$ cat config.mk
export PLATFORM = sky130hd
export DESIGN_NAME = edge_event_arbiter
export DESIGN_NICKNAME = d
export VERILOG_FILES = /design/src/rtl/edge_arb_pkg.sv /design/src/rtl/edge_capture_cell.sv /design/src/rtl/edge_event_arbiter.sv
export SDC_FILE = /design/constraint.sdc
export NUM_CORES = 1
export LEC_CHECK = 0
export CAP_MARGIN = 40
export CORE_UTILIZATION = 25
export DETAILED_ROUTE_END_ITERATION = 6
export PLACE_DENSITY_LB_ADDON = 0.08
export SKIP_LAST_GASP = 1
export SLEW_MARGIN = 20
export SYNTH_ARGS = -nofsm -noshare
export SYNTH_HDL_FRONTEND = slang
export SYNTH_SLANG_ARGS = --single-unit
$ cat constraint.sdc
create_clock -name clk -period 3.18 [get_ports clk]
set_clock_uncertainty 0.1 [all_clocks]
set_input_delay 0.318 -clock clk [delete_from_list [all_inputs] [get_ports clk]]
set_output_delay 0.318 -clock clk [all_outputs]
set_load 0.02 [all_outputs]
$ cat src/rtl/edge_arb_pkg.sv
// Shared types and helpers for the edge event arbiter.
// The FSM encoding, default sizes and round-robin winner selection live here.
package edge_arb_pkg;

  localparam int DEF_N_CH  = 4;
  localparam int DEF_OVF_W = 8;
  localparam int MAX_CH    = 16;
  localparam int MAX_IDW   = 4;

  typedef enum logic {
    ST_IDLE  = 1'b0,
    ST_OFFER = 1'b1
  } state_e;

  // Requests beyond the real channel count are zero, so scanning modulo MAX_CH
  // picks the same winner as scanning modulo the actual channel count.
  function automatic logic [MAX_IDW-1:0] rr_pick(input logic [MAX_CH-1:0]  req,
                                                 input logic [MAX_IDW-1:0] ptr);
    logic [MAX_IDW-1:0] idx;
    logic               found;
    rr_pick = ptr;
    found   = 1'b0;
    for (int k = 0; k < MAX_CH; k++) begin
      idx = ptr + MAX_IDW'(k);
      if (!found && req[idx]) begin
        rr_pick = idx;
        found   = 1'b1;
      end
    end
  endfunction

endpackage

$ cat src/rtl/edge_capture_cell.sv
// One channel: rising-edge detector plus its pending request flag.
// A rise coinciding with the clear keeps the flag set and is not an overflow.
module edge_capture_cell (
  input  logic clk,
  input  logic rst,
  input  logic data_i,
  input  logic en_i,
  input  logic clr_i,
  output logic pending_o,
  output logic ovf_o
);

  logic d_q;
  logic pending_q;
  logic pending_d;
  logic rise;

  assign rise = data_i & ~d_q & en_i;

  always_comb begin
    pending_d = pending_q;
    if (rise) begin
      pending_d = 1'b1;
    end else if (clr_i) begin
      pending_d = 1'b0;
    end
  end

  assign ovf_o     = rise & pending_q & ~clr_i;
  assign pending_o = pending_q;

  // d_q follows the input even in reset so a level already high gives no edge.
  always_ff @(posedge clk) begin
    d_q <= data_i;
    if (rst) begin
      pending_q <= 1'b0;
    end else begin
      pending_q <= pending_d;
    end
  end

endmodule

$ cat src/rtl/edge_event_arbiter.sv
// Serialises per-channel rising-edge events round-robin onto one valid/ready port.
// Counts edges lost to an already pending request in a saturating counter.
module edge_event_arbiter
  import edge_arb_pkg::*;
#(
  parameter int N_CH  = DEF_N_CH,
  parameter int OVF_W = DEF_OVF_W,
  localparam int IDW  = $clog2(N_CH)
) (
  input  logic             clk,
  input  logic             rst,
  input  logic [N_CH-1:0]  data_in,
  input  logic [N_CH-1:0]  ch_en,
  output logic             evt_valid,
  output logic [IDW-1:0]   evt_id,
  input  logic             evt_ready,
  output logic [N_CH-1:0]  pending,
  output logic [OVF_W-1:0] ovf_count
);

  state_e           state_q, state_d;
  logic             evt_valid_q, evt_valid_d;
  logic [IDW-1:0]   evt_id_q, evt_id_d;
  logic [IDW-1:0]   rr_ptr_q, rr_ptr_d;
  logic [OVF_W-1:0] ovf_q, ovf_d;
  logic [N_CH-1:0]  pend;
  logic [N_CH-1:0]  ovf_v;
  logic             hs;

  assign hs = evt_valid_q & evt_ready;

  for (genvar i = 0; i < N_CH; i++) begin : g_cell
    edge_capture_cell u_cell (
      .clk       (clk),
      .rst       (rst),
      .data_i    (data_in[i]),
      .en_i      (ch_en[i]),
      .clr_i     (hs && (evt_id_q == IDW'(i))),
      .pending_o (pend[i]),
      .ovf_o     (ovf_v[i])
    );
  end

  always_comb begin
    state_d     = state_q;
    evt_valid_d = evt_valid_q;
    evt_id_d    = evt_id_q;
    rr_ptr_d    = rr_ptr_q;
    case (state_q)
      ST_IDLE: begin
        if (|pend) begin
          evt_id_d    = IDW'(rr_pick(MAX_CH'(pend), MAX_IDW'(rr_ptr_q)));
          evt_valid_d = 1'b1;
          state_d     = ST_OFFER;
        end
      end
      ST_OFFER: begin
        if (hs) begin
          rr_ptr_d    = (evt_id_q == IDW'(N_CH - 1)) ? '0 : evt_id_q + IDW'(1);
          evt_valid_d = 1'b0;
          state_d     = ST_IDLE;
        end
      end
      default: begin
        state_d = ST_IDLE;
      end
    endcase
  end

  // One increment per cycle regardless of how many channels overflow at once.
  always_comb begin
    ovf_d = ovf_q;
    if ((|ovf_v) && (ovf_q != {OVF_W{1'b1}})) begin
      ovf_d = ovf_q + OVF_W'(1);
    end
  end

  always_ff @(posedge clk) begin
    if (rst) begin
      state_q     <= ST_IDLE;
      evt_valid_q <= 1'b0;
      evt_id_q    <= '0;
      rr_ptr_q    <= '0;
      ovf_q       <= '0;
    end else begin
      state_q     <= state_d;
      evt_valid_q <= evt_valid_d;
      evt_id_q    <= evt_id_d;
      rr_ptr_q    <= rr_ptr_d;
      ovf_q       <= ovf_d;
    end
  end

  assign evt_valid = evt_valid_q;
  assign evt_id    = evt_id_q;
  assign pending   = pend;
  assign ovf_count = ovf_q;

endmodule
* After elaboration in Yosys (flattened, before gate mapping)
Index checks and enable logic that the tools add are counted.
Word-level totals: register bits after elaboration 22, bits of input ports 11, output and inout bits 15
Cells by class: $add $sub $neg 17, order comparisons 16, equality and inequality tests 6, multiplexer cells 107, bitwise gates (word level) 26, reduce and logical (&&, ||, !) cells 45
Operator list (count):
- two-way mux 1 bit | 73
- binary-select mux 1 bit (select 4 bit) | 15
- less-than comparator 4 x 5 -> 1 bit (second input constant) | 12
- two-way mux 2 bit | 16
- logical AND 1 bit | 20
- bitwise AND 1 bit | 17
- adder 2 x 3 -> 4 bit (second input constant) | 4
- adder 2 x 4 -> 4 bit (second input constant) | 4
- logical NOT 1 bit | 15
- less-than comparator 3 x 5 -> 1 bit (second input constant) | 3
- NOT 1 bit | 9
- adder 3 x 3 -> 4 bit (second input constant) | 2
- adder 8 x 1 -> 8 bit (second input constant) | 1
- != test 8 bit (second input constant) | 1
- nonzero test 2 bit | 4
- OR reduction 4 bit | 2
- adder 2 x 2 -> 3 bit (second input constant) | 2
- AND reduction 2 bit | 3
- less-than comparator 2 x 5 -> 1 bit (second input constant) | 1
- adder 3 x 1 -> 4 bit (second input constant) | 1
- adder 3 x 2 -> 4 bit (second input constant) | 1
- equality test 2 bit (second input constant) | 2
- one-hot mux 1 bit (2 select lines) | 2
- adder 2 x 1 -> 3 bit (second input constant) | 1
- 6 further kinds | 6

* Longest topological paths before layout
depth after elaboration 78, depth in mapped cells 10

* Cells and area by module
Synthesis repeated with hierarchy kept, for this count alone.
Unflattened totals: cells, all modules 146, area total of the unflattened synthesis 1367.6 sq um
By module, submodules not included:
- edge_event_arbiter | times used 1, cells each 122, area each 1052.3 sq um, sequential area each 280.3 sq um
- edge_capture_cell | times used 4, cells each 6, area each 78.8 sq um, sequential area each 40.0 sq um

* Worst setup path after synthesis
No wires, ideal clock.
path kind reg-to-reg, start point register rr_ptr_q[0], end point register evt_id_q[0] (netlist: evt_id[0]), data arrival time 2.262 ns, data required time 3.018 ns, setup slack 0.756 ns, stages on the path, launching flop included 11, period minus slack after synthesis 2.424 ns, path through dfxtp_1 -> buf_6 -> inv_1 -> ha_1 -> clkbuf_1 -> mux4_2 -> nand2_2 -> nor3_2 -> a21o_1 -> or4_1 -> nand3_1
On the way: word-level cells in the longest chain between the ends 78, elaborated cells on any way between the ends 137
RTL lines:
- from (decl) | line edge_event_arbiter.sv:24 | logic [IDW-1:0] rr_ptr_q, rr_ptr_d;
- from (signal assigned) | line edge_event_arbiter.sv:89 | rr_ptr_q <= rr_ptr_d;
- parallel branches: the longest is 77 deep, another holds adder 2 x 1 -> 3 bit
- two-way mux 2 bit (*) | line edge_arb_pkg.sv:25 | if (!found && req[idx]) begin
- to (signal assigned) | line edge_event_arbiter.sv:88 | evt_id_q <= evt_id_d;
- to (decl) | line edge_event_arbiter.sv:23 | logic [IDW-1:0] evt_id_q, evt_id_d;
Every way passes the cells marked *. The select of a mux whose other input is x is not followed. A chain may end at the register's enable or synchronous reset.

* Worst setup path in the final report
start point register rr_ptr_q[1], end point register evt_id_q[1] (netlist: evt_id[1])
The elaborated chain is that of the path after synthesis.

==> flow_summary_export.csv <==
group,metric,value,unit
global_routing,globalRouteOverflowTotal,0,
cts,holdBufCountCts,0,
synth,synth_top_area_share,33.5,%
place,dp.cells,246,
cts,cts_sinks,22,
power,clockPowerShare,33.1,%
final_layout,instances_no_fill,250,
routing,ant_nets,0,
global_routing,grt_pass1_wl,5300,um
routing,routed_wl,3200,um
power,pwr-share-comb,17.2,%
global_routing,grt_max_degree,22,
sta,finalSetupTns,0,ns
floorplanning,fp.dieH,74.6,um
routing,route.detailed.drc,0,
final_layout,drive_gt1_share,9.44,%
sta,setup_violations,0,
final_layout,final_area,0.00166,mm^2
final_layout,antenna_cells,0,
cts,cts_post_setup_buffers_inserted,0,
cts,cts_tree,"yes",
synth,yosysWarningCount,0,
sta,rsz0062_at_grt,"no",
setup_path,crit_chain,"inv_1 > ha_1 > mux4_2 > nor4_1 > a22oi_1 > o22ai_1",
power,power_switching,160,uW
synth,synth_area,0.00132,mm^2
setup_path,crit_type,"flip-flop to flip-flop",
worst_hold_path,hp-class,"flip-flop to flip-flop",
final_layout,layout.nets,199,
power,power.internal,447,uW
sta,relSlewSlack,66.6,%
synth,syn_nets,177,
floorplanning,fp.dieW,74.6,um
global_routing,grtUsageTotal,12.5,%
routing,viasPerCell,4.69,
cts,clockBufferDepth,2,
setup_path,critPathSlowestCell,"nor4_1",
sta,finalMaxSlewViolations,0,
synth,netlist-cell-type-count,41,
place,place.gp.congestion,0.842,
floorplanning,dieArea,0.00556,mm^2
setup_path,slowest_delay,0.51,ns
job,maxCapViolCount,0,
place,placedInstanceArea,0.00161,mm^2
cts,cts-root-buf,"clkbuf_8",
power,swShare,26.4,%
sta,worst_pin_slew,0.497,ns
cts,clock_latency,0.26,ns
power,power.density,365,mW/mm^2
floorplanning,core_area,0.00507,mm^2
place,dpl.hpwl,2350,um
sta,finalCritPeriodShare,76.1,%
routing,routedWlPerCell,12.8,um
power,leakage,0.000583,uW
setup_path,end_kind,"flip-flop",
cts,htree_levels,1,
routing,num_vias,1172,
synth,synth-edff-count,0,
power,power_frac_seq,49.7,%
synth,synthTopCellsByArea,"dfxtp_1, ha_1, nand3_1",
sta,hold_slack,0.374,ns
cts,path_clk_slew,0.08,ns
routing,firstDrtPassIters,4,
final_layout,area_growth,26.3,%
synth,async_reset_ff_share,0,%
synth,synth_area_per_cell,8.28,um^2
synth,synthCells,159,
global_routing,antenna_found_initial,0,
sta,hold_viol_final,0,
floorplanning,ios,26,
setup_path,arrival,2.50,ns
global_routing,grt_pass1_vias,1129,
sta,max_freq,0.413,GHz
routing,drtIter0Drc,87,
final_layout,nFillCells,564,
synth,ys_seq_area_share,33.5,%
floorplanning,start_util,25.9,%
final_layout,fin_util,32.8,%
outcome,status,"complete, no violations",
power,peakVddDrop,0.222,mV
place,port_buffers,25,
setup_path,start_kind,"flip-flop",
sta,min_period,2.42,ns
floorplanning,rows,26,
cts,numCtsBuffers,3,
setup_path,cp_data_required_time,3.26,ns
setup_path,crit_fanout,9,
cts,cts_resized,0,
synth,synth_seq_cells,22,
synth,yosysTopAreaCell,"dfxtp_1",
synth,ys.flop_type,"dfxtp_1",
## path summary, 6_finish.rpt
path,start,to,slack [ns],cells past startpoint
setup / recovery,rr_ptr_q[1]$_SDFFE_PP0P_,evt_id[1]$_SDFFE_PP0P_,0.76,6
hold / removal,state_q$_SDFF_PP0_,state_q$_SDFF_PP0_,0.37,2
hold reg to reg,state_q$_SDFF_PP0_,state_q$_SDFF_PP0_,0.37,2
setup reg to reg,rr_ptr_q[1]$_SDFFE_PP0P_,evt_id[1]$_SDFFE_PP0P_,0.76,6
## power groups by stage
stage	Clock, uW	Combinational [uW]	Sequential (uW)
global placement	0	106	309
CTS	212	106	302
global route	224	117	304
detailed placement	0	105	309
finish	201	105	302
floorplan	0	65.2	308
## routing by layer
| layer | GRT usage (%) | up-vias | share of wire, % |
|---|---|---|---|
| met3 | 3.66 | 2 | 5.0 |
| li1 | - | 602 | - |
| met5 | 0 | - | 0 |
| met4 | 2.94 | 0 | 0.38 |
| met2 | 21.0 | 35 | 47 |
| met1 | 15.8 | 533 | 47 |
## synthesized netlist by cell type, types with 2 or more instances
| cell type | instances |
|---|---|
| or2b_1 | 2 |
| and3_1 | 2 |
| nand3b_1 | 6 |
| inv_1 | 12 |
| mux4_2 | 2 |
| o22ai_1 | 2 |
| nand2_1 | 15 |
| nand4_1 | 3 |
| or3b_2 | 4 |
| nor2_1 | 14 |
| nand3_1 | 12 |
| clkbuf_1 | 4 |
| dfxtp_1 | 22 |
| o2111ai_1 | 2 |
| a21oi_1 | 11 |
| nor3_1 | 2 |
| ha_1 | 7 |
| buf_4 | 4 |
| nor4_1 | 2 |
| xor2_1 | 6 |
| nand2b_1 | 3 |
| o21ai_0 | 3 |
## cell type report
cell class	instances	area (um^2)	area share [%]
clock buffers	4	55.1	3.31
inverters	12	45.0	2.71
multi-input cells	115	769	46.3
flip-flops and latches	22	440	26.5
well taps	70	87.6	5.27
repair buffers	27	265	16.0
## stage by stage
step / setup WS (ns) / power (uW)
final: 0.759 / 608
after detailed placement: 0.794 / 414
after CTS: 0.773 / 620
after floorplan: 0.756 / 373
after global placement: 0.853 / 414
after global routing: 0.553 / 646
## cells by family after synthesis
family	after synthesis	synth area share, %
AOI/OAI and AO/OA	29	15.1
xor gates and xnor gates	6	3.99
adders and majority gates	7	6.65
buffers and inverters	22	8.08
DFF	22	33.5
muxes	3	4.18
and+or+nand+nor	70	28.5
## flip-flops by register name, summed over array words and instances, names as in the netlist
signal,flops
evt_id,2
evt_valid,1
g_cell.u_cell.d_q,4
g_cell.u_cell.pending_o,4
ovf_count,8
rr_ptr_q,2
state_q,1
## critical path: cells and delay by family, from the launching register on
family	cells	cell delay, ns
flops	1	0.41
simple gates	1	0.51
mux	1	0.44
compound gates	2	0.31
fa+ha+maj	1	0.45
buf+inv	1	0.11
## placed cells by master (no fill, tap or decap), types with 2 or more instances in the layout
| master | count |
|---|---|
| mux4_2 | 2 |
| nand4_1 | 3 |
| nand2b_1 | 3 |
| o21ai_0 | 3 |
| xor2_1 | 6 |
| nor2_1 | 14 |
| or2b_1 | 2 |
| a21oi_1 | 11 |
| ha_1 | 7 |
| inv_1 | 12 |
| nand3_1 | 12 |
| nand2_1 | 15 |
| o22ai_1 | 2 |
| dfxtp_1 | 22 |
| clkbuf_8 | 4 |
| buf_4 | 2 |
| o2111ai_1 | 2 |
| nand3b_1 | 6 |
| or3b_2 | 4 |
| nor4_1 | 2 |
| and3_1 | 2 |
| nor3_1 | 2 |
| clkdlybuf4s50_1 | 25 |
Note: power is estimated with default switching activity, not from simulation.
